==> src/rtl/vfu_mask_router_pkg.sv <==
// Shared types for the per-lane mask router. This covers the mask-unit target
// selector and the request record that the router queues for each instruction.
package vfu_mask_router_pkg;

    localparam int unsigned DefQueueDepth = 4;
    localparam int unsigned BeatCntWidth  = 16;
    localparam int unsigned NrVInsn       = 8;
    localparam int unsigned StrbWidth     = 8;

    typedef logic [$clog2(NrVInsn)-1:0] vid_t;
    typedef logic [StrbWidth-1:0]       strb_t;
    typedef logic [BeatCntWidth-1:0]    beat_cnt_t;

    typedef enum logic {
        MaskRouteAlu  = 1'b0,
        MaskRouteMfpu = 1'b1
    } mask_fu_e;

    typedef struct packed {
        mask_fu_e  fu;
        vid_t      id;
        beat_cnt_t beats;
    } mask_route_req_t;

endpackage

==> src/rtl/vfu_mask_router_fifo.sv <==
// Registered-output FIFO with no fall-through. It holds the outstanding masked
// instructions in issue order.
module vfu_mask_router_fifo #(
    parameter int unsigned Depth = 4,
    parameter type dtype = logic
) (
    input  logic clk_i,
    input  logic rst_ni,
    input  logic push_i,
    input  dtype data_i,
    input  logic pop_i,
    output dtype data_o,
    output logic full_o,
    output logic empty_o
);

    localparam int unsigned PtrW = (Depth > 1) ? $clog2(Depth) : 1;
    localparam int unsigned CntW = $clog2(Depth) + 1;

    logic [PtrW-1:0] rd_ptr_q, wr_ptr_q;
    logic [CntW-1:0] occ_q;
    dtype            mem_q [Depth];
    logic            do_push, do_pop;

    assign full_o  = (occ_q == CntW'(Depth));
    assign empty_o = (occ_q == '0);
    assign do_push = push_i & ~full_o;
    assign do_pop  = pop_i & ~empty_o;
    assign data_o  = mem_q[rd_ptr_q];

    // Depth is a power of two, so the pointers wrap by plain overflow.
    always_ff @(posedge clk_i or negedge rst_ni) begin
        if (!rst_ni) begin
            rd_ptr_q <= '0;
            wr_ptr_q <= '0;
            occ_q    <= '0;
        end else begin
            if (do_push) wr_ptr_q <= wr_ptr_q + PtrW'(1);
            if (do_pop)  rd_ptr_q <= rd_ptr_q + PtrW'(1);
            case ({do_push, do_pop})
                2'b10:   occ_q <= occ_q + CntW'(1);
                2'b01:   occ_q <= occ_q - CntW'(1);
                default: occ_q <= occ_q;
            endcase
        end
    end

    always_ff @(posedge clk_i) begin
        if (do_push) mem_q[wr_ptr_q] <= data_i;
    end

endmodule

==> src/rtl/vfu_mask_router.sv <==
// Steers mask-unit beats to the ALU or the MFPU, according to the oldest queued
// masked instruction, and retires that instruction once its beat budget is used up.
module vfu_mask_router
    import vfu_mask_router_pkg::*;
#(
    parameter int unsigned QueueDepth = DefQueueDepth
) (
    input  logic      clk_i,
    input  logic      rst_ni,
    input  logic      issue_valid_i,
    output logic      issue_ready_o,
    input  mask_fu_e  issue_fu_i,
    input  vid_t      issue_id_i,
    input  beat_cnt_t issue_beats_i,
    input  strb_t     mask_i,
    input  logic      mask_valid_i,
    output logic      mask_ready_o,
    output strb_t     alu_mask_o,
    output logic      alu_mask_valid_o,
    input  logic      alu_mask_ready_i,
    output strb_t     mfpu_mask_o,
    output logic      mfpu_mask_valid_o,
    input  logic      mfpu_mask_ready_i,
    output logic      done_valid_o,
    output vid_t      done_id_o,
    output logic      busy_o
);

    // Handshakes: a transfer happens on a rising clock edge when valid and ready
    // are both high. Valid does not depend on ready. The producer holds the data
    // stable until the transfer occurs.
    mask_route_req_t issue_req, head;
    logic            full, empty, push, pop, beat_hs, head_alu;
    beat_cnt_t       cnt_q, cnt_inc;
    logic            done_valid_q;
    vid_t            done_id_q;

    assign issue_req = '{fu: issue_fu_i, id: issue_id_i, beats: issue_beats_i};

    // Zero-beat registrations complete the handshake but have nothing to retire.
    assign issue_ready_o = ~full;
    assign push          = issue_valid_i & issue_ready_o & (issue_beats_i != '0);

    vfu_mask_router_fifo #(
        .Depth (QueueDepth),
        .dtype (mask_route_req_t)
    ) i_queue (
        .clk_i   (clk_i),
        .rst_ni  (rst_ni),
        .push_i  (push),
        .data_i  (issue_req),
        .pop_i   (pop),
        .data_o  (head),
        .full_o  (full),
        .empty_o (empty)
    );

    assign head_alu          = (head.fu == MaskRouteAlu);
    assign alu_mask_o        = mask_i;
    assign mfpu_mask_o       = mask_i;
    assign alu_mask_valid_o  = mask_valid_i & ~empty & head_alu;
    assign mfpu_mask_valid_o = mask_valid_i & ~empty & ~head_alu;
    assign mask_ready_o      = ~empty & (head_alu ? alu_mask_ready_i : mfpu_mask_ready_i);

    assign beat_hs = mask_valid_i & mask_ready_o;
    assign cnt_inc = cnt_q + beat_cnt_t'(1);
    assign pop     = beat_hs & (cnt_inc == head.beats);

    always_ff @(posedge clk_i or negedge rst_ni) begin
        if (!rst_ni) begin
            cnt_q        <= '0;
            done_valid_q <= 1'b0;
            done_id_q    <= '0;
        end else begin
            if (pop)          cnt_q <= '0;
            else if (beat_hs) cnt_q <= cnt_inc;
            done_valid_q <= pop;
            if (pop) done_id_q <= head.id;
        end
    end

    assign done_valid_o = done_valid_q;
    assign done_id_o    = done_id_q;
    assign busy_o       = ~empty;

endmodule

==> config.mk <==
export PLATFORM = sky130hd
export DESIGN_NAME = vfu_mask_router
export DESIGN_NICKNAME = d
export VERILOG_FILES = /design/src/rtl/vfu_mask_router_pkg.sv /design/src/rtl/vfu_mask_router_fifo.sv /design/src/rtl/vfu_mask_router.sv
export SDC_FILE = /design/constraint.sdc
export NUM_CORES = 1
export LEC_CHECK = 0
export CAP_MARGIN = 5
export CORE_ASPECT_RATIO = 1.2
export CORE_MARGIN = 2
export CORE_UTILIZATION = 27
export DETAILED_ROUTE_END_ITERATION = 16
export PLACE_DENSITY = 0.41
export SLEW_MARGIN = 30
export SYNTH_ARGS = -nofsm -noshare
export SYNTH_HDL_FRONTEND = slang
export SYNTH_SLANG_ARGS = --single-unit
==> constraint.sdc <==
create_clock -name clk_i -period 4.65 [get_ports clk_i]
set_input_delay 0.465 -clock clk_i [delete_from_list [all_inputs] [get_ports clk_i]]
set_output_delay 0.465 -clock clk_i [all_outputs]
set_load 0.01 [all_outputs]
==> key figures, run 1 <==
Detailed routing
  – Vias/cell: 4.80
  – Routed WL: 11.0 mm
  – Drt drc: 0
  – Initial drt markers: 146
  – Wire per inst: 18.9 µm
  – Vias post-DR: 2,791
  – First drt pass iteration count: 4
  – Antenna Nets Post-Route: 0

Yosys
  – Synth area leaders: edfxtp_1, dfrtp_1, mux4_2, buf_4, xnor2_1
  – Synth Area in XOR/XNOR: 0.0577
  – Synth Area in Adders: 0.0189
  – Synth Area in Simple Gates: 0.0980
  – Synth warnings: 0
  – Seq/Total Area, Yosys: 0.612
  – Yosys top cell area share: 0.477
  – Netlist Area Pre-Place: 0.00503 mm²
  – Post-synth top flop: edfxtp_1
  – Synth Area in Compound Gates: 0.0617
  – Count of cell types in the netlist: 55
  – Async set or reset register ratio after synthesis: 0.252
  – Post-Syn Instances: 333
  – EDFF count, synth: 80
  – Combinational family with the most area after synthesis: multiplexers
  – Multiplexer share of the synthesized area: 0.105
  – Synthesized area per cell: 15.1 µm²
  – Register bit total from synthesis: 107
  – Yosys top cell by area: edfxtp_1
  – Syn_nets: 374

GRT
  – First-pass GRT wire length: 17.4 mm
  – Largest net degree at the start of global routing: 28
  – Vias in the first global route: 2,985
  – Initial antenna violation count: 0
  – Aggregate global routing overflow: 0
  – Total track usage: 0.119

STA
  – Fmax: 275 MHz
  – Slew Limit Fails: 0
  – Final hold viol count: 0
  – Clk_skew: 7.25 ps
  – Period Utilization, post-route: 0.782
  – Final worst slack: 1020 ps
  – Worst slew pin tran: 778 ps
  – RSZ-0062 raised after global routing: no
  – Final setup fails: 0
  – Fin crit period: 3630 ps
  – Setup tns final: 0 ps
  – Relative slew slack: 0.480

Hold path
  – Worst hold path class: reg -> reg

Die
  – Initial core utilization: 0.276
  – Die footprint: 0.0198 mm²
  – Chip width: 129 µm
  – Site row count: 54
  – Core area: 0.0182 mm²
  – Ports: 59
  – Die height: 154 µm

Pwr
  – Pleak: 0.00202 µW
  – VDD IR max: 0.209 mV
  – Power Total: 2660 µW
  – PwrDens: 456 mW/mm²

Clock network
  – Reg clk slew, reported paths: 80 ps
  – Post-CTS setup buffer count: 0
  – TritonCTS clock tree: yes
  – Clock Sinks: 107
  – Clock root buffer: clkbuf_16
  – Worst skew pair latency: 350 ps
  – Cts bufs inserted: 9
  – Clk buf depth: 2
  – Post-cts sizing count: 0
  – CTS Hold Bufs: 0
  – CTS H-tree lvls: 3

Flow run
  – Max-Cap Viols: 0

Finish
  – Layout cells sized above 1: 0.140
  – Ant. Diodes: 0
  – Post-route cell area: 0.00582 mm²
  – FILL cells: 1,802
  – Fin nets: 394
  – Final Util: 0.319
  – Area Growth Syn to Fin: 15.6%

Placement
  – DP HPWL: 7.32 mm
  – DP Worst Slack: 942 ps
  – IO Port Bufs: 34
  – Final GP Congestion: 0.764
  – Post-DP Area: 0.00550 mm²

Critical path
  – CP max stage delay: 560 ps
  – Critical path class: reg -> reg
  – Crit path capture type: flip-flop
  – Slowest CP cell: mux4_2
  – CP required: 4930 ps
  – Critical path arrival: 3920 ps
  – Crit Path Max Fanout: 14
  – Crit-path cells: buf_4 > mux4_2 > xnor3_1 > and3_1 > nand4_1 > nor3b_4 > and4bb_2 > ha_1 > inv_1 > fa_1 > xor2_1 > nor2_1 > xor2_1
  – Most frequent CP cell: xor2_1
  – Startpoint class of the critical path: flip-flop

Run status
  – Run status: complete, no violations
## path summary, 6_finish.rpt
path / slack [ps] / endpoint / depth (start not counted) / from
max: 1020 / i_queue.occ_q[2] / 13 / i_queue.rd_ptr_q[0]
min: 490 / done_id_o[0] / 1 / done_id_o[0]
max reg2reg: 1020 / i_queue.occ_q[2] / 13 / i_queue.rd_ptr_q[0]
min reg2reg: 490 / done_id_o[0] / 1 / done_id_o[0]
max in group asynchronous: 3840 / cnt_q[5] / 2 / rst_ni
min in group asynchronous: 510 / i_queue.occ_q[0] / 2 / rst_ni
## Yosys cell counts, types with 8 or more instances
library cell / count
nand2_1: 17
and2_1: 8
edfxtp_1: 80
clkbuf_1: 10
o21ai_0: 16
buf_4: 17
nand3_1: 8
dfrtp_1: 27
xnor2_1: 14
nor2_1: 12
mux4_2: 17
## power by group
group	switching (µW)	leakage, µW	internal, µW
clock network	371	0.000158	445
registers	79.4	0.00108	1220
logic	300	0.000782	236
total	751	0.00202	1900
## per-stage QoR
| stage | std cells | hold slack, ps |
|---|---|---|
| floorplan | 333 | 169 |
| global placement | 566 | 477 |
| detailed placement | 566 | 478 |
| CTS | 582 | 496 |
| global route | 582 | 529 |
| finish | 582 | 491 |
## sequential cells by signal, indices dropped and copies added, names as in the netlist
register / cells
i_queue.mem_q: 80
i_queue.occ_q: 3
done_valid_o: 1
done_id_o: 3
i_queue.wr_ptr_q: 2
cnt_q: 16
i_queue.rd_ptr_q: 2
## area by class of cell
class / instances / area (µm²) / share of cell area
inverters: 7 / 26.3 / 0.00452
clock inverters: 6 / 78.8 / 0.0135
multi-input cells: 186 / 1720 / 0.295
clock buffers: 10 / 239 / 0.0411
well taps: 224 / 280 / 0.0482
repair buffers: 42 / 400 / 0.0688
flip-flops and latches: 107 / 3080 / 0.529
## metal layers
metal / track usage / share of wire / vias up
met3: 0.0164 / 0.025 / 14
met1: 0.151 / 0.45 / 1426
met5: 0 / 0 / -
li1: - / - / 1307
met4: 0.0580 / 0.023 / 0
met2: 0.200 / 0.50 / 44
## kinds of logic (layout without fill, tap and decap cells)
logic type | count (synthesis) | after routing
fa+ha+maj | 7 | 7
xor+xnor | 24 | 24
flops | 107 | 107
simple gates | 85 | 85
compound gates | 44 | 44
buf+inv | 40 | 65
mux | 26 | 26
## critical path, delay by kind of cell (launching register included)
| family | cells | cell delay (ps) |
|---|---|---|
| xor gates and xnor gates | 3 | 570 |
| adders and majority gates | 2 | 550 |
| buffers and inverters | 2 | 350 |
| DFF | 1 | 340 |
| muxes | 1 | 560 |
| and+or+nand+nor | 5 | 1190 |
## layout by cell type, fill, tap and decap left out, types with 6 or more instances in the layout
cell type         n
buf_4             8
nand3_1           8
nand2_1          17
clkbuf_16         9
mux4_2           17
nand4_1           7
o21ai_0          16
inv_1             7
dfrtp_1          27
clkdlybuf4s50_1  34
ha_1              6
o2bb2ai_1         7
and2_1            8
nor2_1           12
xnor2_1          14
edfxtp_1         80
No activity file was read; power rests on OpenSTA's default activity.
==> inputs of run 2 (changes only) <==
--- a/config.mk
+++ b/config.mk
@@ -10,7 +10,7 @@
 export CORE_MARGIN = 2
 export CORE_UTILIZATION = 27
 export DETAILED_ROUTE_END_ITERATION = 16
-export PLACE_DENSITY = 0.41
+export PLACE_DENSITY = 0.43
 export SLEW_MARGIN = 30
 export SYNTH_ARGS = -nofsm -noshare
 export SYNTH_HDL_FRONTEND = slang
==> constraint.sdc (replaced) <==
create_clock -name clk_i -period 3.1 [get_ports clk_i]
set_input_delay 0.31 -clock clk_i [delete_from_list [all_inputs] [get_ports clk_i]]
set_output_delay 0.31 -clock clk_i [all_outputs]
set_load 0.01 [all_outputs]
==> run 2 against run 1 <==
Flip-flop and latch count did not move. Setup slack got worse by 1100 ps. The flow now finishes with violations (setup timing). Clock power increased by 34%. Highest routed layer unchanged. Critical path type unchanged. Wire length down 0.83%. Combinational power is 77% higher. Cell count up 8.2%. First-iteration DRC count decreased by 5.5%. Global-route usage decreased by 0.098 points. Critical path depth fell by 1. Maximum frequency grew 13%.
==> key figures, run 2 (same netlist as run 1, synthesis figures left out) <==
Die
  – Die footprint: 0.0198 mm²
  – Core area: 0.0182 mm²
  – Initial core utilization: 0.276
  – Die height: 154 µm
  – Ports: 59
  – Site row count: 54
  – Chip width: 129 µm

STA
  – Worst slew pin tran: 411 ps
  – Slew Limit Fails: 0
  – Final worst slack: -130 ps
  – Fmax: 310 MHz
  – Relative slew slack: 0.726
  – Hold Slack: 355 ps
  – Period Utilization, post-route: 1.04
  – Final hold viol count: 0
  – Clk_skew: 6.29 ps
  – Final setup fails: 2
  – RSZ-0062 raised after global routing: yes
  – Fin crit period: 3230 ps

Run status
  – Run status: complete, but fails checks
  – Failing checks: setup timing

Clock network
  – Clk buf depth: 2
  – Cts bufs inserted: 9
  – Clock Sinks: 107
  – Worst skew pair latency: 350 ps
  – CTS Hold Bufs: 0
  – Clock root buffer: clkbuf_16
  – Reg clk slew, reported paths: 70 ps
  – TritonCTS clock tree: yes
  – CTS H-tree lvls: 3

Finish
  – Area Growth Syn to Fin: 25.7%
  – Leading cell type in the layout, fill and taps excluded: edfxtp_1
  – Number of flip-flops in the largest register: 80
  – Biggest regs: i_queue.mem_q: 80 flops, cnt_q: 16 flops
  – Layout cells sized above 1: 0.271
  – Finished Layout Cells: 630
  – Commonest non-fill, non-tap cells in the layout: edfxtp_1, buf_4, clkdlybuf4s50_1
  – Biggest register: i_queue.mem_q
  – Fin nets: 442
  – Ant. Diodes: 0

GRT
  – Initial antenna violation count: 0
  – Vias in the first global route: 3,108
  – First-pass GRT wire length: 17.5 mm
  – Aggregate global routing overflow: 0
  – Largest net degree at the start of global routing: 28
  – Total track usage: 0.118

Pwr
  – Clk network pwr share: 0.274
  – PwrDens: 627 mW/mm²
  – Pleak: 0.00227 µW
  – Combinational Power Share: 0.239
  – Sequential Power Share: 0.487
  – Sw frac: 0.277
  – Net Switching: 1100 µW
  – Cell-internal power: 2870 µW
  – VDD IR max: 0.250 mV

Detailed routing
  – Antenna Nets Post-Route: 0
  – Vias/cell: 4.71
  – Vias post-DR: 2,968
  – Routed WL: 10.9 mm
  – Wire per inst: 17.3 µm
  – First drt pass iteration count: 4
  – Initial drt markers: 138
  – Drt drc: 0

Flow run
  – Max-Cap Viols: 0

Placement
  – DP HPWL: 7.59 mm
  – Final GP Congestion: 0.835
  – IO Port Bufs: 34
  – Cell total after placement: 604

Critical path
  – Startpoint class of the critical path: flip-flop
  – CP startpoint: i_queue.rd_ptr_q[0]
  – Crit Path Max Fanout: 8
  – Critical path class: reg -> reg
  – Critical path arrival: 3510 ps
  – R2R setup slack: -130 ps
  – Crit path capture type: flip-flop
  – FF-to-FF Start: i_queue.rd_ptr_q[0]
  – CP required: 3380 ps

Hold path
  – Worst hold path class: in -> async
## run 2: path summary, 6_finish.rpt
check / endpoint / depth (start not counted)
worst min-delay path: i_queue.wr_ptr_q[1] / 2
min in group clk_i: done_id_o[1] / 1
worst max register to register: i_queue.occ_q[2] / 12
max in group asynchronous: i_queue.rd_ptr_q[0] / 2
worst min register to register: done_id_o[1] / 1
worst max-delay path: i_queue.occ_q[2] / 12
## run 2: through the flow
stage,setup TNS [ps],area (µm²),setup WS [ps],util,total power [µW]
final,-150,6320,-130,0.347,3970
after global routing,-431,6320,-305,0.347,4190
after CTS,-180,6240,-147,0.342,4030
after detailed placement,-323,5890,-221,0.323,2910
after global placement,-262,5890,-189,0.323,2910
after floorplan,-541,5050,-324,-,2510
## run 2: per-layer routing
layer  track usage  up-vias  share of wire
met1         0.146     1494           0.43
met4        0.0585        0          0.026
met5             0        -              0
met3        0.0195       16          0.029
met2         0.199       42           0.51
li1              -     1416              -
## run 2: final cells by class
type	count	area, µm²
fillers	1758	11900
flip-flops and latches	107	3080
multi-input cells	186	1770
repair buffers	90	888
well taps	224	280
clock buffers	11	233
clock inverters	5	45.0
inverters	7	26.3
## run 2: repair_timing
action                                  in CTS  in global routing
buffers inserted                             8                  4
endpoints found under the setup margin       2                 19
hold endpoints to repair                     0                  0
resized for setup                            8                 11
cloned                                       0                  1
pin swaps                                   14                 11
## run 2: power by group through the flow
stage	registers, µW	clock network (µW)	logic, µW
6_report	1930	1090	948
5_1_grt	1960	1170	1060
4_1_cts	1940	1130	965
3_5_place_dp	1960	0	949
3_3_place_gp	1960	0	949
2_1_floorplan	1940	0	573
## run 2: critical path: stages, from the launching register on
cell and delay (ps):
dfrtp_2 420, buf_12 160, mux4_2 540, or4_4 440, o211ai_1 210, a31oi_2 130
and4bb_2 360, ha_4 150, inv_2 30, fa_2 320, xor2_1 140, nor2_1 110
xor2_1 140
==> inputs of run 3 (changes only) <==
--- a/config.mk
+++ b/config.mk
@@ -8,9 +8,11 @@
 export CAP_MARGIN = 5
 export CORE_ASPECT_RATIO = 1.2
 export CORE_MARGIN = 2
-export CORE_UTILIZATION = 27
+export CORE_UTILIZATION = 50
 export DETAILED_ROUTE_END_ITERATION = 16
-export PLACE_DENSITY = 0.43
+export HOLD_SLACK_MARGIN = 0.02
+export PLACE_DENSITY = 0.72
+export SKIP_LAST_GASP = 1
 export SLEW_MARGIN = 30
 export SYNTH_ARGS = -nofsm -noshare
 export SYNTH_HDL_FRONTEND = slang
==> run 3 against run 2 <==
The flow still finishes with violations (setup timing). Setup slack improved by 8.8 ps. Clock skew up 0.67 ps. Non-clock buffer count is 19 lower. Critical path depth unchanged. Combinational power decreased by 10%. Critical endpoint unchanged. Largest cell class unchanged. Highest routed layer unchanged.
==> key figures, run 3 (same netlist as run 1, synthesis figures left out) <==
Run status
  – Run status: complete, but fails checks
  – Failing checks: setup timing

GRT
  – Most Crowded Layer GR: met2
  – First-pass GRT wire length: 15.6 mm
  – Initial antenna violation count: 0
  – Routing usage on met3: 0.0370
  – Largest net degree at the start of global routing: 28
  – Met1 GRT Util: 0.251
  – Met2 track utilization from global routing: 0.324
  – Aggregate global routing overflow: 0
  – Vias in the first global route: 3,029
  – Total track usage: 0.194

Hold path
  – Worst hold path class: in -> async

STA
  – Final setup fails: 1
  – Final hold viol count: 0
  – Period Utilization, post-route: 1.04
  – Slew Limit Fails: 0
  – Worst slew pin tran: 417 ps
  – Relative slew slack: 0.719
  – Final worst slack: -121 ps
  – Fmax: 310 MHz
  – RSZ-0062 raised after global routing: yes
  – Fin crit period: 3220 ps
  – Setup tns final: -121 ps
  – Clk_skew: 6.96 ps

Die
  – Initial core utilization: 0.508
  – Chip width: 95.6 µm
  – Core area: 0.00991 mm²
  – Die height: 114 µm
  – Site row count: 40
  – Ports: 59
  – Die footprint: 0.0109 mm²

Detailed routing
  – Vias post-DR: 2,886
  – Vias/cell: 5.63
  – First drt pass iteration count: 4
  – Antenna Nets Post-Route: 0
  – Routed WL: 9.53 mm
  – Wire per inst: 18.6 µm
  – Drt drc: 0
  – Initial drt markers: 173

Clock network
  – Clock root buffer: clkbuf_16
  – Cts bufs inserted: 9
  – TritonCTS clock tree: yes
  – Reg clk slew, reported paths: 70 ps
  – Worst skew pair latency: 340 ps
  – Clock Sinks: 107
  – CTS H-tree lvls: 3
  – Clk buf depth: 2

Finish
  – Area Growth Syn to Fin: 18.7%
  – Layout cells sized above 1: 0.222
  – Ant. Diodes: 0
  – Leading cell type in the layout, fill and taps excluded: edfxtp_1
  – Commonest non-fill, non-tap cells in the layout: edfxtp_1, clkdlybuf4s50_1, buf_4
  – Fin nets: 423
  – Biggest regs: i_queue.mem_q: 80 flops, cnt_q: 16 flops
  – Number of flip-flops in the largest register: 80
  – Biggest register: i_queue.mem_q
  – Post-route cell area: 0.00598 mm²

Critical path
  – Crit path capture type: flip-flop
  – Critical path arrival: 3450 ps
  – Startpoint class of the critical path: flip-flop
  – CP required: 3330 ps
  – Crit Path Max Fanout: 3
  – Critical path class: reg -> reg

Pwr
  – Cell-internal power: 2880 µW
  – Sw frac: 0.275
  – Combinational Power Share: 0.214
  – PwrDens: 666 mW/mm²
  – Pleak: 0.00216 µW
  – VDD IR max: 0.569 mV
  – Sequential Power Share: 0.487
  – Clk network pwr share: 0.300
  – Net Switching: 1090 µW

Placement
  – Final GP Congestion: 0.833
  – DP HPWL: 6.50 mm
  – Post-DP Area: 0.00562 mm²
  – IO Port Bufs: 34
  – DP Worst Slack: -147 ps

Flow run
  – Max-Cap Viols: 0
[run 3: final timing paths]
check / slack [ps] / cells past startpoint / to / from
max in group asynchronous: 2450 / 2 / i_queue.rd_ptr_q[0] / rst_ni
hold / removal: 350 / 2 / i_queue.occ_q[1] / rst_ni
setup reg to reg: -120 / 12 / i_queue.occ_q[2] / i_queue.rd_ptr_q[0]
min in group clk_i: 480 / 1 / i_queue.occ_q[2] / i_queue.occ_q[2]
setup / recovery: -120 / 12 / i_queue.occ_q[2] / i_queue.rd_ptr_q[0]
hold reg to reg: 480 / 1 / i_queue.occ_q[2] / i_queue.occ_q[2]
[run 3: critical path, cell delays in order, from the launching register on]
cell      delay (ps)
dfrtp_2          400
buf_4            120
mux4_2           510
xnor2_1          150
or4_1            500
a22o_1           220
and4bb_2         330
ha_4             130
inv_2             30
fa_2             320
xor2_1           150
nor2_1            70
xor2_1           150
[run 3: area by class of cell]
class	instances	area (µm²)
Timing Repair Buffer	71	656
Multi-Input combinational cell	186	1740
Clock inverter	7	96.3
Tap cell	126	158
Fill cell	745	3930
Inverter	7	26.3
Clock buffer	9	225
Sequential cell	107	3080
[run 3: metrics by stage]
step | hold WS (ps) | cells | utilization | power, µW
after floorplan | 14.4 | 333 | - | 2510
after global placement | 468 | 493 | 0.567 | 2790
after detailed placement | 481 | 493 | 0.567 | 2830
after CTS | 358 | 509 | 0.599 | 4020
after global routing | 378 | 513 | 0.603 | 4170
final | 352 | 513 | 0.603 | 3980
[run 3: power groups by stage]
stage               Sequential [µW]  Clock (µW)  Combinational (µW)
global route                   1970        1260                 935
finish                         1940        1190                 850
floorplan                      1940           0                 573
detailed placement             1970           0                 859
CTS                            1940        1210                 862
global placement               1960           0                 835
[run 3: routing by layer]
metal / wire length [µm] / part of all wire / up-vias
met1: 3990 / 0.42 / 1443
met4: 183 / 0.019 / 0
met3: 340 / 0.036 / 13
met2: 5020 / 0.53 / 69
met5: 0 / 0 / -
li1: - / - / 1361
[run 3: timing repair]
action,4_1_cts,5_1_grt
pin swaps,2,3
endpoints found under the setup margin,3,7
setup buffers,0,4
hold buffers,0,0
gates resized for setup,2,3
endpoints found under the hold margin,0,0
